[src/rtl/arb_credit_ctrl.sv]
// Credit-based flow-control initiator driving an up/down credit counter for the 8b10b transmit path.
// Optional low-credit watermark output: define ARB_CREDIT_WATERMARK_EN.
module arb_credit_ctrl #(
  parameter int NBITS        = 4,
  parameter int INIT_CREDITS = 8
`ifdef ARB_CREDIT_WATERMARK_EN
  ,
  parameter int LOW_WM       = 2
`endif
) (
  input  logic             CLK,
  input  logic             RST,
  input  logic             tx_valid,
  output logic             tx_ready,
  input  logic             credit_return,
  output logic             cnt_en,
  output logic             cnt_dec,
  output logic             cnt_clear,
  input  logic [NBITS-1:0] cnt_count,
  input  logic             cnt_overflow,
  output logic             init_done,
  output logic             err
`ifdef ARB_CREDIT_WATERMARK_EN
  ,
  output logic             credit_low
`endif
);

  typedef enum logic [1:0] {
    ST_CLR    = 2'd0,
    ST_LOAD   = 2'd1,
    ST_ACTIVE = 2'd2,
    ST_ERR    = 2'd3
  } state_t;

  localparam logic [NBITS-1:0] ZERO_C      = {NBITS{1'b0}};
  localparam logic [NBITS-1:0] ONE_C       = NBITS'(1);
  localparam logic [NBITS-1:0] FULL_C      = {NBITS{1'b1}};
  localparam logic [NBITS-1:0] LOAD_LAST_C = NBITS'(INIT_CREDITS - 1);

  state_t           state_r;
  logic [NBITS-1:0] load_cnt_r;
  logic             load_en_r;
  logic             clear_r;
  logic             init_done_r;
  logic             err_r;

  logic             tx_ready_s;
  logic             send_only_s;
  logic             ret_only_s;
  logic             active_en_s;
  logic             full_s;

  // Grant and counter-step decode while credits are live.
  always_comb begin
    tx_ready_s  = 1'b0;
    send_only_s = 1'b0;
    ret_only_s  = 1'b0;
    active_en_s = 1'b0;
    full_s      = (cnt_count == FULL_C);
    if (state_r == ST_ACTIVE) begin
      tx_ready_s  = tx_valid && (cnt_count != ZERO_C);
      send_only_s = tx_ready_s && !credit_return;
      ret_only_s  = credit_return && !tx_ready_s;
      // A return at full count is suppressed so the counter never wraps.
      active_en_s = send_only_s || (ret_only_s && !full_s);
    end else begin
      tx_ready_s  = 1'b0;
      send_only_s = 1'b0;
      ret_only_s  = 1'b0;
      active_en_s = 1'b0;
    end
  end

  // Control FSM: one clear cycle, INIT_CREDITS increments, then live; errors are sticky until reset.
  always_ff @(posedge CLK) begin
    if (RST) begin
      state_r     <= ST_CLR;
      load_cnt_r  <= ZERO_C;
      load_en_r   <= 1'b0;
      clear_r     <= 1'b0;
      init_done_r <= 1'b0;
      err_r       <= 1'b0;
    end else begin
      case (state_r)
        ST_CLR: begin
          if (credit_return) begin
            state_r     <= ST_ERR;
            err_r       <= 1'b1;
            clear_r     <= 1'b1;
            load_en_r   <= 1'b0;
            init_done_r <= 1'b0;
          end else if (!clear_r) begin
            clear_r <= 1'b1;
          end else begin
            clear_r    <= 1'b0;
            load_en_r  <= 1'b1;
            load_cnt_r <= ZERO_C;
            state_r    <= ST_LOAD;
          end
        end
        ST_LOAD: begin
          if (credit_return || cnt_overflow) begin
            state_r     <= ST_ERR;
            err_r       <= 1'b1;
            clear_r     <= 1'b1;
            load_en_r   <= 1'b0;
            init_done_r <= 1'b0;
          end else if (load_cnt_r == LOAD_LAST_C) begin
            load_en_r   <= 1'b0;
            init_done_r <= 1'b1;
            state_r     <= ST_ACTIVE;
          end else begin
            load_cnt_r <= load_cnt_r + ONE_C;
          end
        end
        ST_ACTIVE: begin
          if (cnt_overflow || (ret_only_s && full_s)) begin
            state_r     <= ST_ERR;
            err_r       <= 1'b1;
            clear_r     <= 1'b1;
            load_en_r   <= 1'b0;
            init_done_r <= 1'b0;
          end else begin
            state_r <= ST_ACTIVE;
          end
        end
        ST_ERR: begin
          state_r     <= ST_ERR;
          err_r       <= 1'b1;
          clear_r     <= 1'b1;
          load_en_r   <= 1'b0;
          init_done_r <= 1'b0;
        end
        default: begin
          state_r     <= ST_ERR;
          err_r       <= 1'b1;
          clear_r     <= 1'b1;
          load_en_r   <= 1'b0;
          init_done_r <= 1'b0;
        end
      endcase
    end
  end

  assign tx_ready  = tx_ready_s;
  assign cnt_en    = load_en_r | active_en_s;
  assign cnt_dec   = send_only_s;
  assign cnt_clear = clear_r;
  assign init_done = init_done_r;
  assign err       = err_r;

`ifdef ARB_CREDIT_WATERMARK_EN
  localparam logic [NBITS-1:0] LOW_WM_C = NBITS'(LOW_WM);
  logic credit_low_r;

  // Early low-credit hint for the upstream arbiter.
  always_ff @(posedge CLK) begin
    if (RST) begin
      credit_low_r <= 1'b0;
    end else begin
      credit_low_r <= init_done_r && (cnt_count <= LOW_WM_C);
    end
  end

  assign credit_low = credit_low_r;
`endif

endmodule

[config.mk]
export PLATFORM = sky130hd
export DESIGN_NAME = arb_credit_ctrl
export DESIGN_NICKNAME = d
export VERILOG_FILES = /design/src/rtl/arb_credit_ctrl.sv
export SDC_FILE = /design/constraint.sdc
export NUM_CORES = 1
export LEC_CHECK = 0
export CAP_MARGIN = 20
export CORE_MARGIN = 1
export CORE_UTILIZATION = 35
export CTS_BUF_LIST = sky130_fd_sc_hd__clkbuf_16
export CTS_CLUSTER_DIAMETER = 40
export DETAILED_ROUTE_END_ITERATION = 6
export MAX_ROUTING_LAYER = met4
export PLACE_DENSITY = 0.68
export REMOVE_ABC_BUFFERS = 1
export SLEW_MARGIN = 20
export SYNTH_ARGS = -nofsm -noshare
export SYNTH_HDL_FRONTEND = slang
export SYNTH_SLANG_ARGS = --single-unit
[constraint.sdc]
create_clock -name CLK -period 2.8 [get_ports CLK]
set_clock_uncertainty 0.1 [all_clocks]
set_input_delay 0.84 -clock CLK [delete_from_list [all_inputs] [get_ports CLK]]
set_output_delay 0.84 -clock CLK [all_outputs]
set_load 0.01 [all_outputs]
# Yosys cells after proc, flatten, opt, wreduce, memory -nomap -nowiden
# Index checks and enable logic that the tools add are counted.
dict set report totals {
  regBits 10
  in_bits 9
  out_inout_bits 6
  wordCells 74
}
dict set report classes {
  addsub 1
  eq_ne 14
  muxes 32
  bitwise 1
  n_reduce_logical 20
}
# operator n
set ops {}
lappend ops {{1-bit two-way mux} 18}
lappend ops {{4-bit two-way mux} 4}
lappend ops {{1-bit case mux with 4 select lines} 4}
lappend ops {{2-bit != test, second input constant} 6}
lappend ops {{3-bit AND reduction} 3}
lappend ops {{2-bit two-way mux} 4}
lappend ops {{2-bit case mux with 4 select lines} 1}
lappend ops {{4-bit case mux with 2 select lines} 1}
lappend ops {{3-bit != test, second input constant} 2}
lappend ops {{1-bit logical AND} 5}
lappend ops {{5-bit AND reduction} 1}
lappend ops {{4-bit by 1-bit adder with 4-bit output, second input constant} 1}
lappend ops {{2-bit equality test, second input constant} 2}
lappend ops {{4-bit by 3-bit equality test with 1-bit output, second input constant} 1}
lappend ops {{4-bit equality test, second input constant} 1}
lappend ops {{2-bit AND reduction} 2}
lappend ops {{4-bit nonzero test} 1}
lappend ops {{1-bit zero test} 3}
lappend ops {{1-bit logical OR} 3}
lappend ops {{2-bit by 1-bit equality test with 1-bit output, second input constant} 1}
lappend ops {{2-bit zero test} 1}
lappend ops {{2-bit by 1-bit != test with 1-bit output, second input constant} 1}
lappend ops {{2-bit nonzero test} 1}
lappend ops {{1-bit bitwise OR} 1}

# Depth between registers and ports, before layout
# Gate-level depths: netlist of the first run.
dict set report depth {
  word_depth 9
  mapped_depth 5
}

# Worst setup path after synthesis of the first run
# No wires, ideal clock.
dict set report synth_path {
  kind {input to output}
  from {input port cnt_count[0]}
  to {output port cnt_en}
  t_arrival_ns 1.955
  required_time_ns 1.860
  slack_ns -0.095
  path_stages 4
  n_path_buf 0
  cell_sequence {or3_1 -> o211a_1 -> nor2b_1 -> a211o_1}
}
dict set report synth_via {
  elab_chain_len 8
  word_cells_on_any_way 11
  classes_between {1 x eq/ne; 1 x mux; 1 x bitwise; 8 x reduce/logical}
}
# element line
set synth_rtl {}
lappend synth_rtl {{start, declared} 19} ;# input logic [NBITS-1:0] cnt_count,
lappend synth_rtl {{4-bit nonzero test} 62} ;# tx_ready_s = tx_valid && (cnt_count != ZERO_C);
lappend synth_rtl {{1-bit logical AND} 62}
lappend synth_rtl {{1-bit zero test} 64} ;# ret_only_s = credit_return && !tx_ready_s;
lappend synth_rtl {{1-bit logical AND} 64}
lappend synth_rtl {{1-bit logical AND} 66} ;# active_en_s = send_only_s || (ret_only_s && !full_s);
lappend synth_rtl {{1-bit logical OR (*)} 66}
lappend synth_rtl {{1-bit two-way mux (*)} 61} ;# if (state_r == ST_ACTIVE) begin
lappend synth_rtl {{1-bit bitwise OR (*)} 147} ;# assign cnt_en = load_en_r | active_en_s;
lappend synth_rtl {{end, declared} 16} ;# output logic cnt_en,
# Every way passes the cells marked *; elsewhere a longest branch is shown, timed or not.

# Worst setup path in the final report of the first run
dict set report layout_path {
  from {input port cnt_count[2]}
  to {output port cnt_en}
}
# Same word-level chain as after synthesis.

==> metrics.md, run 1 <==
| Metric | Value |
|---|---|
| Crit path kind | `primary input to output pin` |
| Share of cells above drive strength 1 | `29.9%` |
| ANT cells | `0` |
| Slew HR | `74.5%` |
| First-pass GRT wire length | `2.02 mm` |
| Global routing usage on met2 | `25.0%` |
| Grt met1 use | `17.8%` |
| DR iter-0 viols | `8` |
| Final setup viols | `2` |
| Clock sinks | `10` |
| CP Launch Type | `primary input` |
| Status | `complete, but fails checks` |
| DIE AREA | `0.00175 mm^2` |
| Lkg Pwr | `0.375 nW` |
| CTS Buf Count | `3` |
| Ys Warns | `0` |
| Post-Route WL | `1.25 mm` |
| Hold WS | `0.359 ns` |
| Initial Util | `37.4%` |
| Top-level I/O count | `15` |
| Cell row count | `14` |
| Seq/Total Area, Yosys | `36.0%` |
| CP endpoint kind | `output pin` |
| Final core utilization | `57.7%` |
| Deepest clock path buffer count | `2` |
| Largest net degree at the start of global routing | `9` |
| Die Y-Extent | `41.9 um` |
| Initial antenna violation count | `0` |
| Clock slew seen by the registers of the worst setup and hold paths | `0.04 ns` |
| Worst-path fanout max | `2` |
| Tmin final | `2.97 ns` |
| Period utilisation layout | `106%` |
| CP arrival | `2.03 ns` |
| Syn-to-layout area delta | `54.4%` |
| DPL Wire Length | `912 um` |
| Fmax | `336 MHz` |
| Aggregate global routing overflow | `0` |
| Via count | `557` |
| Fin nets | `99` |
| Commonest non-fill, non-tap cells in the layout | `dfxtp_1, clkdlybuf4s50_1, buf_4, a21oi_1, nor2_1` |
| Synth async-reset ratio | `0%` |
| Core area | `0.00149 mm^2` |
| Max_cap viols | `0` |
| Number of global-route vias before repair | `488` |
| Clk root buf | `clkbuf_16` |
| H-tree depth | `1` |
| PnR worst setup slack | `-0.175 ns` |
| EDFF count, synth | `0` |
| Worst hold path type | `register to register` |
| DRT antenna net count | `0` |
| Hold_buf cts | `0` |
| Vias per cell | `5.41` |
| Register bit count reported by yosys | `10` |
| Mapped Area | `557 um^2` |
| Top Usage Layer GRT | `met2` |
| Share of the synthesized area in the top cell type | `36.0%` |
| Measured slew at the worst slew-check pin | `0.381 ns` |
| Post-Syn Area per Cell | `8.98 um^2` |
| RSZ-0062 raised after global routing | `yes` |
| Yosys cell types | `30` |
| Failing checks | `negative setup slack` |
| DR WL/cell | `12.1 um` |
| DRC viols | `0` |
| Port bufs | `14` |
| CTS tree | `done` |
| Worst-Skew Late Latency | `0.23 ns` |
| Post-Synthesis Cells | `62` |
| GRT met3 Usage | `4.78%` |
| Primary FF master, synth | `dfxtp_1` |
| Critical path data required time | `1.86 ns` |
| Final hold vios | `0` |
| GP Congestion | `0.762` |
| Area leader, netlist | `dfxtp_1` |
| Initial DRT Pass Iterations | `4` |
| Max-slew violation count | `0` |
| Power density cells | `558 mW/mm^2` |
| Die Wd | `41.9 um` |
| Peak supply drop | `0.625 mV` |
| Commonest non-fill, non-tap cell in the layout | `dfxtp_1` |
| Setup TNS | `-0.331 ns` |
| Total Routing Usage GR | `15.4%` |
| Synth area leaders | `dfxtp_1, a21oi_1, nor4b_4, o21ai_0, nor2_1` |
==> synthesized netlist by cell type, types with 2 or more instances <==
cell type	instances
inv_1	3
nor2_1	5
nand2_1	4
nand3b_1	2
and3b_1	2
dfxtp_1	10
or3_1	3
a21oi_2	2
a211oi_1	2
a21oi_1	6
o21ai_0	4
==> metal layers <==
layer / wire (um) / vias up
li1: - / 283
met1: 590 / 255
met2: 560 / 17
met3: 89 / 2
met4: 8 / 0
met5: 0 / -
==> worst max-delay path, stage by stage <==
cell and delay (ns):
buf_6 0.09, or3_4 0.38, o211a_1 0.24, nor2b_4 0.13, a211o_1 0.22, buf_2 0.14
==> worst paths after layout <==
check                                     end  cells after the start  slack, ns    startpoint
worst min register to register      init_done                      2       0.36     init_done
worst max register to register  load_cnt_r[3]                      5       1.23    state_r[0]
worst max-delay path                   cnt_en                      6      -0.17  cnt_count[2]
worst min-delay path                init_done                      2       0.36     init_done
==> through the flow <==
step | area [um^2] | worst slack (ns) | std cells | total power [mW]
after global placement | 769 | -0.865 | 99 | 0.238
after global routing | 860 | -0.200 | 103 | 0.500
after CTS | 840 | -0.198 | 102 | 0.486
after floorplan | 557 | -0.0950 | 62 | 0.197
final | 860 | -0.175 | 103 | 0.480
after detailed placement | 769 | -0.918 | 99 | 0.239
==> where the power goes <==
group          total, mW  switching (mW)  internal (mW)
Combinational     0.0787          0.0343         0.0444
Clock              0.242          0.0580          0.184
Sequential         0.159         0.00698          0.152
==> kinds of logic (layout without fill, tap and decap cells) <==
kind of cell             after synthesis  after routing  synth area share, %
adder cells (fa/ha/maj)                1              1                 2.25
flip-flops                            10             10                 36.0
AND/OR/NAND/NOR                       25             25                 30.6
buffers and inverters                  3             28                 2.02
XOR/XNOR                               1              1                 1.57
AO/OA/AOI/OAI                         22             22                 27.6
==> registers in the layout (all words and copies together), names as in the netlist <==
signal	count
cnt_clear	1
load_en_r	1
state_r	2
init_done	1
load_cnt_r	4
err	1
==> repair_timing <==
action                                  CTS  global route
endpoints found under the setup margin    3             2
pin swaps                                 3             1
setup buffers                             0             1
resized for setup                        27             3
==> final cells by class <==
| cell class | count | area [um^2] |
|---|---|---|
| fill | 142 | 629 |
| multi-input combinational | 49 | 358 |
| sequential | 10 | 200 |
| timing repair buffer | 22 | 195 |
| clock buffer | 3 | 75.1 |
| tap | 16 | 20.0 |
| inverter | 3 | 11.3 |
Note: power is estimated with default switching activity, not from simulation.
==> run 2, diff against run 1 <==
--- a/config.mk
+++ b/config.mk
@@ -12,7 +12,7 @@
 export CTS_CLUSTER_DIAMETER = 40
 export DETAILED_ROUTE_END_ITERATION = 6
 export MAX_ROUTING_LAYER = met4
-export PLACE_DENSITY = 0.68
+export PLACE_DENSITY = 0.7
 export REMOVE_ABC_BUFFERS = 1
 export SLEW_MARGIN = 20
 export SYNTH_ARGS = -nofsm -noshare
==> constraint.sdc (replaced) <==
create_clock -name CLK -period 2.55 [get_ports CLK]
set_clock_uncertainty 0.1 [all_clocks]
set_input_delay 0.765 -clock CLK [delete_from_list [all_inputs] [get_ports CLK]]
set_output_delay 0.765 -clock CLK [all_outputs]
set_load 0.01 [all_outputs]
==> metrics.md, run 2 (synthesis results as in run 1) <==
| Metric | Value |
|---|---|
| ANT cells | `0 (unchanged)` |
| CP Launch Type | `primary input (unchanged)` |
| Largest net degree at the start of global routing | `9 (unchanged)` |
| Via count | `555 (was 557)` |
| Total Routing Usage GR | `16.4% (was 15.4%)` |
| Initial antenna violation count | `0 (unchanged)` |
| Hold Crit Start | `init_done (unchanged)` |
| Peak supply drop | `0.537 mV (was 0.625 mV)` |
| Post-Route WL | `1.31 mm (was 1.25 mm)` |
| Critical path data required time | `1.69 ns (was 1.86 ns)` |
| Period utilisation layout | `111%` |
| DIE AREA | `0.00175 mm^2 (unchanged)` |
| Die Wd | `41.9 um (unchanged)` |
| DRT antenna net count | `0 (unchanged)` |
| CP arrival | `1.98 ns (was 2.03 ns)` |
| Status | `complete, but fails checks (unchanged)` |
| GP Congestion | `0.799 (was 0.762)` |
| H-tree depth | `1 (unchanged)` |
| CTS tree | `done (unchanged)` |
| Fmax | `352 MHz` |
| # fillers | `127 (was 142)` |
| Tmin final | `2.84 ns` |
| Initial Util | `37.4% (unchanged)` |
| Largest registers | `load_cnt_r x4, state_r x2 (unchanged)` |
| Placed cells | `100 (was 99)` |
| RR Startpoint | `state_r[0] (unchanged)` |
| Fin cells | `106 (was 103)` |
| Core area | `0.00149 mm^2 (unchanged)` |
| Clk root buf | `clkbuf_16 (unchanged)` |
| DR iter-0 viols | `14 (was 8)` |
| Port bufs | `14 (unchanged)` |
| Clock slew seen by the registers of the worst setup and hold paths | `0.04 ns (about the same)` |
| Syn-to-layout area delta | `57.1% (was 54.4%)` |
| Fin area | `875 um^2 (was 860 um^2)` |
| Fin nets | `101 (was 99)` |
| Placed instance area | `777 um^2 (was 769 um^2)` |
| Max-slew violation count | `0 (unchanged)` |
| Final setup viols | `3 (was 2)` |
| Worst-path fanout max | `2 (unchanged)` |
| First-pass GRT wire length | `2.11 mm (was 2.02 mm)` |
| Power density cells | `618 mW/mm^2 (was 558 mW/mm^2)` |
| Max reg flops | `4 (unchanged)` |
| Commonest non-fill, non-tap cells in the layout | `dfxtp_1, buf_4, a21oi_1, clkdlybuf4s50_1, nor2_1 (was dfxtp_1, clkdlybuf4s50_1, buf_4, a21oi_1, nor2_1)` |
| Aggregate global routing overflow | `0 (unchanged)` |
| RSZ-0062 raised after global routing | `yes (unchanged)` |
| Measured slew at the worst slew-check pin | `0.378 ns (was 0.381 ns)` |
| Final hold vios | `0 (unchanged)` |
| PnR worst setup slack | `-0.290 ns (was -0.175 ns)` |
| DRC viols | `0 (unchanged)` |
| Share of cells above drive strength 1 | `30.0% (was 29.9%)` |
| DPL Wire Length | `903 um (was 912 um)` |
| CTS Buf Count | `3 (unchanged)` |
| Max_cap viols | `0 (unchanged)` |
| Top-level I/O count | `15 (unchanged)` |
| Cell row count | `14 (unchanged)` |
| Clock sinks | `10 (unchanged)` |
| Initial DRT Pass Iterations | `4 (unchanged)` |
| Failing checks | `negative setup slack (unchanged)` |
| Slew HR | `74.7% (was 74.5%)` |
| Critical Path Source | `cnt_count[2] (unchanged)` |
| Worst-Skew Late Latency | `0.24 ns (was 0.23 ns)` |
| DR WL/cell | `12.4 um (was 12.1 um)` |
| Dpl ws | `-0.987 ns (was -0.918 ns)` |
| Vias per cell | `5.24 (was 5.41)` |
| Die Y-Extent | `41.9 um (unchanged)` |
| Crit path kind | `primary input to output pin (unchanged)` |
| Hold_buf cts | `0 (unchanged)` |
| Deepest clock path buffer count | `2 (unchanged)` |
| CP endpoint kind | `output pin (unchanged)` |
| Lkg Pwr | `0.394 nW (was 0.375 nW)` |
| Number of global-route vias before repair | `538 (was 488)` |
| Top reg by flops | `load_cnt_r (unchanged)` |
| Worst hold path type | `register to register (unchanged)` |
==> run 2: area by class of cell <==
| class | count | area [um^2] | area share (%) |
|---|---|---|---|
| inverters | 3 | 11.3 | 1.29 |
| well taps | 16 | 20.0 | 2.29 |
| flip-flops and latches | 10 | 200 | 22.9 |
| clock buffers | 3 | 75.1 | 8.58 |
| clock inverters | 1 | 3.75 | 0.429 |
| multi-input cells | 49 | 358 | 40.9 |
| repair buffers | 24 | 206 | 23.6 |
==> run 2: final timing paths <==
path	to	slack (ns)	depth (start not counted)
worst min register to register	init_done	0.36	2
worst max-delay path	cnt_en	-0.29	6
worst min-delay path	init_done	0.36	2
worst max register to register	init_done	0.98	5
==> run 2: stage by stage <==
step / power (mW) / setup TNS, ns / hold slack, ns / utilization [%]
after global placement: 0.264 / -2.19 / 0.349 / 52.2
final: 0.540 / -0.495 / 0.358 / 58.7
after floorplan: 0.217 / -0.195 / 0.325 / -
after global routing: 0.560 / -0.579 / 0.389 / 58.7
after CTS: 0.546 / -0.532 / 0.360 / 57.7
after detailed placement: 0.265 / -2.30 / 0.350 / 52.2
==> run 2: per-layer routing <==
layer,global-route usage (%),share of wire (%),vias up
li1,-,-,287
met1,18.1,44,241
met2,25.6,45,20
met3,3.91,6.1,7
met4,11.6,4.4,0
met5,-,0,-
==> run 2: worst max-delay path, stage by stage <==
cell and delay [ns]:
buf_6 0.09, or3_4 0.38, o211a_1 0.23, nor2b_4 0.13, a211o_1 0.24, buf_2 0.14
==> run 2: power by group <==
part           switching (mW)  total (mW)  internal [mW]
logic                  0.0407      0.0911         0.0504
clock network          0.0713       0.277          0.205
registers             0.00601       0.172          0.166
==> run 2: what timing repair did <==
item                       CTS  global route
setup endpoints to repair    3             3
pin swaps                    3             1
setup buffers                1             1
resized for setup           20             6
